### src/rtl/reg4_arb_pkg.sv
// Shared types and constants for the 4-bit register write arbiter.
// Holds the sequencer state encoding and a modulo helper used for pointer math.
package reg4_arb_pkg;

    localparam int DATA_W = 4;

    typedef enum logic [1:0] {
        IDLE  = 2'd0,
        GRANT = 2'd1,
        WRITE = 2'd2
    } arb_state_t;

    // (a + b) mod n for small non-negative operands (a < n, b < n).
    function automatic int mod_add(input int a, input int b, input int n);
        int s;
        s = a + b;
        if (s >= n) s = s - n;
        return s;
    endfunction

endpackage

### src/rtl/reg4_write_arbiter_rr_picker.sv
// Combinational round-robin picker: first asserted request at or above the
// pointer, wrapping modulo N_REQ.
module rr_picker
    import reg4_arb_pkg::*;
#(
    parameter int N_REQ = 4,
    parameter int PTR_W = 2
) (
    input  logic [N_REQ-1:0] i_req,
    input  logic [PTR_W-1:0] i_ptr,
    output logic             o_valid,
    output logic [PTR_W-1:0] o_idx
);

    logic [2*N_REQ-1:0] req_dbl;
    logic [N_REQ-1:0]   req_rot;

    // Rotate so that bit 0 of req_rot is the requester the pointer names.
    assign req_dbl = {i_req, i_req};
    assign req_rot = req_dbl[i_ptr +: N_REQ];

    // NOTE: every output gets a default before the loop so no latch is inferred.
    always_comb begin
        o_valid = |i_req;
        o_idx   = '0;
        // Descending scan: the lowest rotated offset is written last and wins.
        for (int i = N_REQ - 1; i >= 0; i--) begin
            if (req_rot[i]) begin
                o_idx = PTR_W'(mod_add(int'(i_ptr), i, N_REQ));
            end
        end
    end

endmodule

### src/rtl/reg4_write_arbiter.sv
// Shares one external 4-bit enable register between N_REQ writers using a
// round-robin pick and an IDLE -> GRANT -> WRITE sequencer.
module reg4_write_arbiter
    import reg4_arb_pkg::*;
#(
    parameter int N_REQ = 4,
    parameter int CNT_W = 8
) (
    input  logic                    i_clk,
    input  logic                    i_rst_n,
    input  logic [N_REQ-1:0]        i_req,
    input  logic [N_REQ*DATA_W-1:0] i_data,
    output logic [N_REQ-1:0]        o_grant,
    output logic [N_REQ-1:0]        o_ack,
    output logic                    o_en,
    output logic [DATA_W-1:0]       o_d,
    output logic                    o_busy,
    output logic [CNT_W-1:0]        o_write_count
);

    localparam int PTR_W = (N_REQ > 1) ? $clog2(N_REQ) : 1;

    arb_state_t         state_q, state_d;
    logic [PTR_W-1:0]   ptr_q,   ptr_d;
    logic [PTR_W-1:0]   win_q,   win_d;
    logic [DATA_W-1:0]  data_q,  data_d;
    logic [CNT_W-1:0]   cnt_q,   cnt_d;

    logic               pick_valid;
    logic [PTR_W-1:0]   pick_idx;
    logic [DATA_W-1:0]  pick_data;
    logic [N_REQ-1:0]   win_onehot;

    rr_picker #(
        .N_REQ (N_REQ),
        .PTR_W (PTR_W)
    ) u_picker (
        .i_req   (i_req),
        .i_ptr   (ptr_q),
        .o_valid (pick_valid),
        .o_idx   (pick_idx)
    );

    always_comb begin
        pick_data = '0;
        for (int i = 0; i < N_REQ; i++) begin
            if (pick_idx == PTR_W'(i)) pick_data = i_data[i*DATA_W +: DATA_W];
        end
    end

    always_comb begin
        state_d = state_q;
        ptr_d   = ptr_q;
        win_d   = win_q;
        data_d  = data_q;
        cnt_d   = cnt_q;
        case (state_q)
            IDLE: begin
                if (pick_valid) begin
                    win_d   = pick_idx;
                    data_d  = pick_data;
                    state_d = GRANT;
                end
            end
            GRANT: state_d = WRITE;
            WRITE: begin
                // Pointer and count only move once a write has fully committed.
                ptr_d   = PTR_W'(mod_add(int'(win_q), 1, N_REQ));
                cnt_d   = cnt_q + CNT_W'(1);
                state_d = IDLE;
            end
            default: state_d = IDLE;
        endcase
    end

    // NOTE: sequential state uses non-blocking assignments so every flop samples
    // the pre-edge values regardless of statement order.
    always_ff @(posedge i_clk or negedge i_rst_n) begin
        if (!i_rst_n) begin
            state_q <= IDLE;
            ptr_q   <= '0;
            win_q   <= '0;
            data_q  <= '0;
            cnt_q   <= '0;
        end else begin
            state_q <= state_d;
            ptr_q   <= ptr_d;
            win_q   <= win_d;
            data_q  <= data_d;
            cnt_q   <= cnt_d;
        end
    end

    // Outputs decode only state and hold registers, so reset clears them at once.
    always_comb begin
        win_onehot    = {{(N_REQ-1){1'b0}}, 1'b1} << win_q;
        o_grant       = (state_q != IDLE)  ? win_onehot : '0;
        o_ack         = (state_q == WRITE) ? win_onehot : '0;
        o_en          = (state_q == WRITE);
        o_d           = data_q;
        o_busy        = (state_q != IDLE);
        o_write_count = cnt_q;
    end

endmodule

### config.mk
export PLATFORM = sky130hd
export DESIGN_NAME = reg4_write_arbiter
export DESIGN_NICKNAME = d
export VERILOG_FILES = /design/src/rtl/reg4_arb_pkg.sv /design/src/rtl/reg4_write_arbiter_rr_picker.sv /design/src/rtl/reg4_write_arbiter.sv
export SDC_FILE = /design/constraint.sdc
export NUM_CORES = 1
export LEC_CHECK = 0
export CELL_PAD_IN_SITES_DETAIL_PLACEMENT = 0
export CELL_PAD_IN_SITES_GLOBAL_PLACEMENT = 1
export CORE_MARGIN = 2
export CORE_UTILIZATION = 28
export CTS_CLUSTER_DIAMETER = 200
export DETAILED_ROUTE_END_ITERATION = 10
export PLACE_DENSITY = 0.83
export SYNTH_ARGS = -nofsm -noshare
export SYNTH_HDL_FRONTEND = slang
export SYNTH_SLANG_ARGS = --single-unit
### constraint.sdc
create_clock -name i_clk -period 1.65 [get_ports i_clk]
set_input_delay 0.495 -clock i_clk [delete_from_list [all_inputs] [get_ports i_clk]]
set_output_delay 0.495 -clock i_clk [all_outputs]
set_load 0.01 [all_outputs]
# After elaboration in Yosys (flattened, before gate mapping)
# Cells that the tools add are included.
totals:
  reg_bits: 18
  inputBits: 22
  out_inout_bits: 22
  elab_cells: 50
classes:
  add_sub_neg: 10
  magnitude_cmp: 5
  eq_ne: 6
  shifts: 2
  n_mux: 17
  reduce_logical: 5
op_table:
  columns: ["op", "n"]
  rows:
  - ["two-way mux 4 bit", 6]
  - ["two-way mux 2 bit", 10]
  - [">= comparator 3 bit, second input constant", 4]
  - ["subtractor 2 x 1 -> 2 bit, second input constant", 5]
  - ["adder 8 x 1 -> 8 bit, second input constant", 1]
  - ["variable part select 8 x 3 -> 4 bit", 1]
  - ["adder 2 x 1 -> 3 bit, second input constant", 2]
  - ["adder 2 x 2 -> 3 bit, second input constant", 2]
  - ["== test 2 bit, second input constant", 3]
  - ["== test 2 x 1 -> 1 bit, second input constant", 2]
  - ["logical NOT 2 bit", 2]
  - ["one-hot mux 2 bit (2 select lines)", 1]
  - ["OR reduction 4 bit", 1]
  - ["left shift 1 x 2 -> 4 bit, first input constant", 1]
  - [">= comparator 2 x 3 -> 1 bit, second input constant", 1]
  - ["!= test 2 bit, second input constant", 1]
  - ["AND reduction 2 bit", 1]
  - ["nonzero test 2 bit", 1]

# Depth between registers and ports, before layout
logic_depth:
  ltp_word: 12
  ltp_mapped: 5
  mapped_depth_nobuf: 5

# By module
# A second synthesis with hierarchy kept.
hier_totals:
  hier_cells: 83
  hier_area_um2: 1007.2
by_module_without_submodules:
  columns: ["mod", "instances", "cells_per_inst", "area_each_um2"]
  rows:
  - ["reg4_write_arbiter", 1, 68, 929.6]
  - ["rr_picker", 1, 15, 77.6]

# Worst setup path before layout
# OpenSTA, ideal clock, no wires.
synth_timing:
  kind: "input to register"
  startpoint: "in i_req[1]"
  endpoint: "reg data_q[0], in the netlist o_d[0]"
  setup_ps: 124
  t_arrival_ps: 1607
  required_time_ps: 1526
  slack_ps: -81
  cell_stages: 5
  path_cell_list: "or3b_1 > o221ai_4 > mux2i_1 > nor3_1 > a211o_2"
synth_via:
  elab_chain_cells: 10
  word_cells_on_any_way: 15
synth_rtl:
  columns: ["element", "line_no", "source"]
  rows:
  - ["start: declaration", "reg4_write_arbiter.sv:11", "input logic [N_REQ-1:0] i_req,"]
  - ["variable part select 8 x 3 -> 4 bit", "reg4_write_arbiter_rr_picker.sv:20", "assign req_rot = req_dbl[i_ptr +: N_REQ];"]
  - ["two-way mux 2 bit (4 in a row)", "reg4_write_arbiter_rr_picker.sv:28", "if (req_rot[i]) begin"]
  - ["logical NOT 2 bit", "reg4_write_arbiter.sv:47", "if (pick_idx == PTR_W'(i)) pick_data = i_data[i*DATA_W +: DATA_W];"]
  - ["two-way mux 4 bit (4 in a row)", "reg4_write_arbiter.sv:47", null]
  - ["end signal: assignment", "reg4_write_arbiter.sv:89", "data_q <= data_d;"]
  - ["end: declaration", "reg4_write_arbiter.sv:26", "logic [DATA_W-1:0] data_q, data_d;"]
# Several ways; a longest one is shown, not always the timed one.
# A chain may end at the register's enable or synchronous reset.

# Final worst setup path
layout_timing:
  startpoint: "reg ptr_q[1]"
  endpoint: "reg data_q[0], in the netlist o_d[0]"
layout_via:
  elab_chain_cells: 12
  word_cells_on_any_way: 28
layout_rtl:
  columns: ["element", "line_no", "source"]
  rows:
  - ["start: declaration", "reg4_write_arbiter.sv:24", "logic [PTR_W-1:0] ptr_q, ptr_d;"]
  - ["start signal: assignment", "reg4_write_arbiter.sv:87", "ptr_q <= ptr_d;"]
  - ["adder 2 x 2 -> 3 bit", "reg4_arb_pkg.sv:16", "s = a + b;"]
  - [">= comparator 3 bit / subtractor 2 x 1 -> 2 bit (equally long branches)", "reg4_arb_pkg.sv:17", "if (s >= n) s = s - n;"]
  - ["two-way mux 2 bit", "reg4_arb_pkg.sv:17", null]
  - ["two-way mux 2 bit (3 in a row)", "reg4_write_arbiter_rr_picker.sv:28", null]
  - ["two-way mux 2 bit *", "reg4_write_arbiter_rr_picker.sv:28", null]
  - ["logical NOT 2 bit", "reg4_write_arbiter.sv:47", null]
  - ["two-way mux 4 bit (3 in a row)", "reg4_write_arbiter.sv:47", null]
  - ["two-way mux 4 bit *", "reg4_write_arbiter.sv:47", null]
# Every way passes the cells marked *; elsewhere a longest branch is shown, timed or not.

==> impl_metrics.tcl <==
set metrics [dict create \
    mostFrequentLayoutCells "20 x buf_4, 17 x clkdlybuf4s50_1, 15 x dfrtp_1, 10 x dlygate4sd2_1, 9 x mux2i_1" \
    grt_pass1_vias 1046 \
    p_total_uw 3010 \
    antenna_cells 0 \
    hold_class "reg -> reg" \
    wl_per_cell_um 13.5 \
    gr-usage-all-layers_pct 14.6 \
    preCtsSetupSlack_ps -662 \
    crit_fanout 5 \
    area_growth_pct 79.9 \
    report.final.hold_viol_count 0 \
    worstSetupEndpointType "flop" \
    grtUsageMet3_pct 2.26 \
    grt_start_max_net_pins 19 \
    initial_core_util_pct 28.8 \
    drc_errors 0 \
    nNetsFinal 192 \
    cts_tree "yes" \
    finalNonFillerCells 212 \
    fin_skew_ps 1.34 \
    chipHeight_um 64.9 \
    multi_input_comb_area_um2 678 \
    drt_wl_total_um 2860 \
    dieWidth_um 64.9 \
    violations "setup timing" \
    ys_seq_elements 18 \
    ys_seq_area_share_pct 43.4 \
    row_count 22 \
    tightest_slew_ps 462 \
    core_area_um2 3610 \
    regArea_um2 454 \
    synth_cells 93 \
    path_clk_slew_ps 70 \
    yosysWarnings 0 \
    synth_cell_types 27 \
    final_max_slew_viol_count 0 \
    worstPathArrival_ps 1860 \
    synthesis.area_um2 1040 \
    drt_first_pass_iters 4 \
    clk_latency_ps 250 \
    cts_made_buffers 3 \
    via_count 985 \
    synthTopCellsByArea "dfrtp_1 43%, mux2i_1 9.7%, ha_1 6.0%" \
    timing.reg2reg.setup_slack_ps -80 \
    yosys.area.top_type "dfrtp_1" \
    postCtsHoldBufs 0 \
    synth_nets 120 \
    port_buffers 43 \
    cp-start-kind "flop" \
    clock-sinks 18 \
    pin_count 44 \
    drv_cap 0 \
    p_leak_uw 0.000907 \
    num-fill-cells 324 \
    routabilityCongestion 0.719 \
    setup_viol 11 \
    clock_path_buffers 2 \
    grt_pass1_wl_um 4720 \
    use_met2_pct 26.4 \
    status "complete, but fails checks" \
    fmax_mhz 579 \
    ant_nets 0 \
    power_density_nw_per_um2 1610 \
    relSlewSlack_pct 69.2 \
    min_period_over_period_pct 105 \
    dpl.cell_count 198 \
    timing.hold.ws_ps 473 \
    dp_hpwl_um 1950 \
    period_needed_ps 1730 \
    layout_commonest_cell "buf_4" \
    critical_path_class "reg -> reg" \
    grt-busiest-layer "met2" \
    grt_overflow 0 \
    fp.dieArea_um2 4210 \
    rsz0062_at_grt "true" \
    postLayoutSetupSlackWorst_ps -75.9 \
    crit_required_ps 1790 \
    avgSynthCellArea_um2 11.2 \
    dr.first_iter.drc_count 34 \
    vdd_drop_max_mv 0.570 \
    clockRootBuffer "clkbuf_8" \
    grtUsageMet1_pct 16.7 \
    synth_top_area_share_pct 43.4 \
    cts-htree-levels 1 \
    antenna_found_initial 0 \
    avgViaCountPerCell 4.65 \
    post_route_cells_drive_above_1_share_pct 43.3 \
]
-- cell usage after synthesis, drive strengths merged --
cell type   n
inv         5
and2        4
or3b        1
o21ai       2
buf         2
o22ai       1
o221ai      1
nand2       5
xor2        3
o22a        1
nor2        3
nor3        8
o41ai       1
a21oi       2
ha          5
a211o       4
dfrtp      18
mux2i      10
nor2b       6
o21a        1
a21boi      1
mux2        2
nand4       2
xnor2       4
nand3       1
-- routing by layer --
layer,vias to the layer above,wire length (µm)
li1,480,-
met1,477,1240
met2,26,1490
met3,2,101
met4,0,23
met5,-,0
-- where the power goes --
group	switching [µW]	internal, µW	total, µW
clock network	146	212	358
registers	189	640	828
logic	797	1030	1830
-- flip-flops by register name (all words and copies together) (netlist names) --
signal         cells
o_write_count      8
o_d                4
ptr_q              2
state_q            2
win_q              2
-- through the flow --
step | area (µm²) | setup TNS, ps | utilization (%)
CTS | 1810 | -381 | 50.1
global placement | 1640 | -4730 | 45.4
floorplan | 1040 | -189 | -
global route | 1870 | -1130 | 51.7
finish | 1870 | -437 | 51.7
detailed placement | 1640 | -5450 | 45.4
-- logic make-up after synthesis --
family / Yosys count / share of synthesized area [%]
fa+ha+maj: 5 / 6.03
compound gates: 14 / 14.2
buf+inv: 7 / 3.26
simple gates: 30 / 15.3
xor+xnor: 7 / 5.91
mux: 12 / 11.8
flops: 18 / 43.4
-- worst max-delay path: stages (launching register included) --
cell      delay (ps)
dfrtp_2          450
or3b_4           440
o221ai_4         130
mux2i_1          230
nor3_1            60
a211o_2          300
-- area by class of cell --
| cell class | count | area share [%] |
|---|---|---|
| sequential | 18 | 24.3 |
| tap | 48 | 3.22 |
| clock buffer | 4 | 2.95 |
| timing repair buffer | 67 | 32.1 |
| inverter | 5 | 1.01 |
| multi-input combinational | 70 | 36.4 |
-- worst paths after layout --
kind                                   from          endpoint  cells after the start
max                                ptr_q[1]            o_d[0]                      5
min                        o_write_count[7]  o_write_count[7]                      1
max reg2reg                        ptr_q[1]            o_d[0]                      5
min reg2reg                o_write_count[7]  o_write_count[7]                      1
max in group asynchronous           i_rst_n          ptr_q[1]                      2
min in group asynchronous           i_rst_n  o_write_count[7]                      2
-- what timing repair did --
item | CTS | global route
pin swaps | 9 | 7
gates resized for setup | 77 | 17
gates cloned | 2 | 0
setup buffers | 10 | 0
endpoints found under the setup margin | 30 | 20
Power figures use the tool's default switching activity.
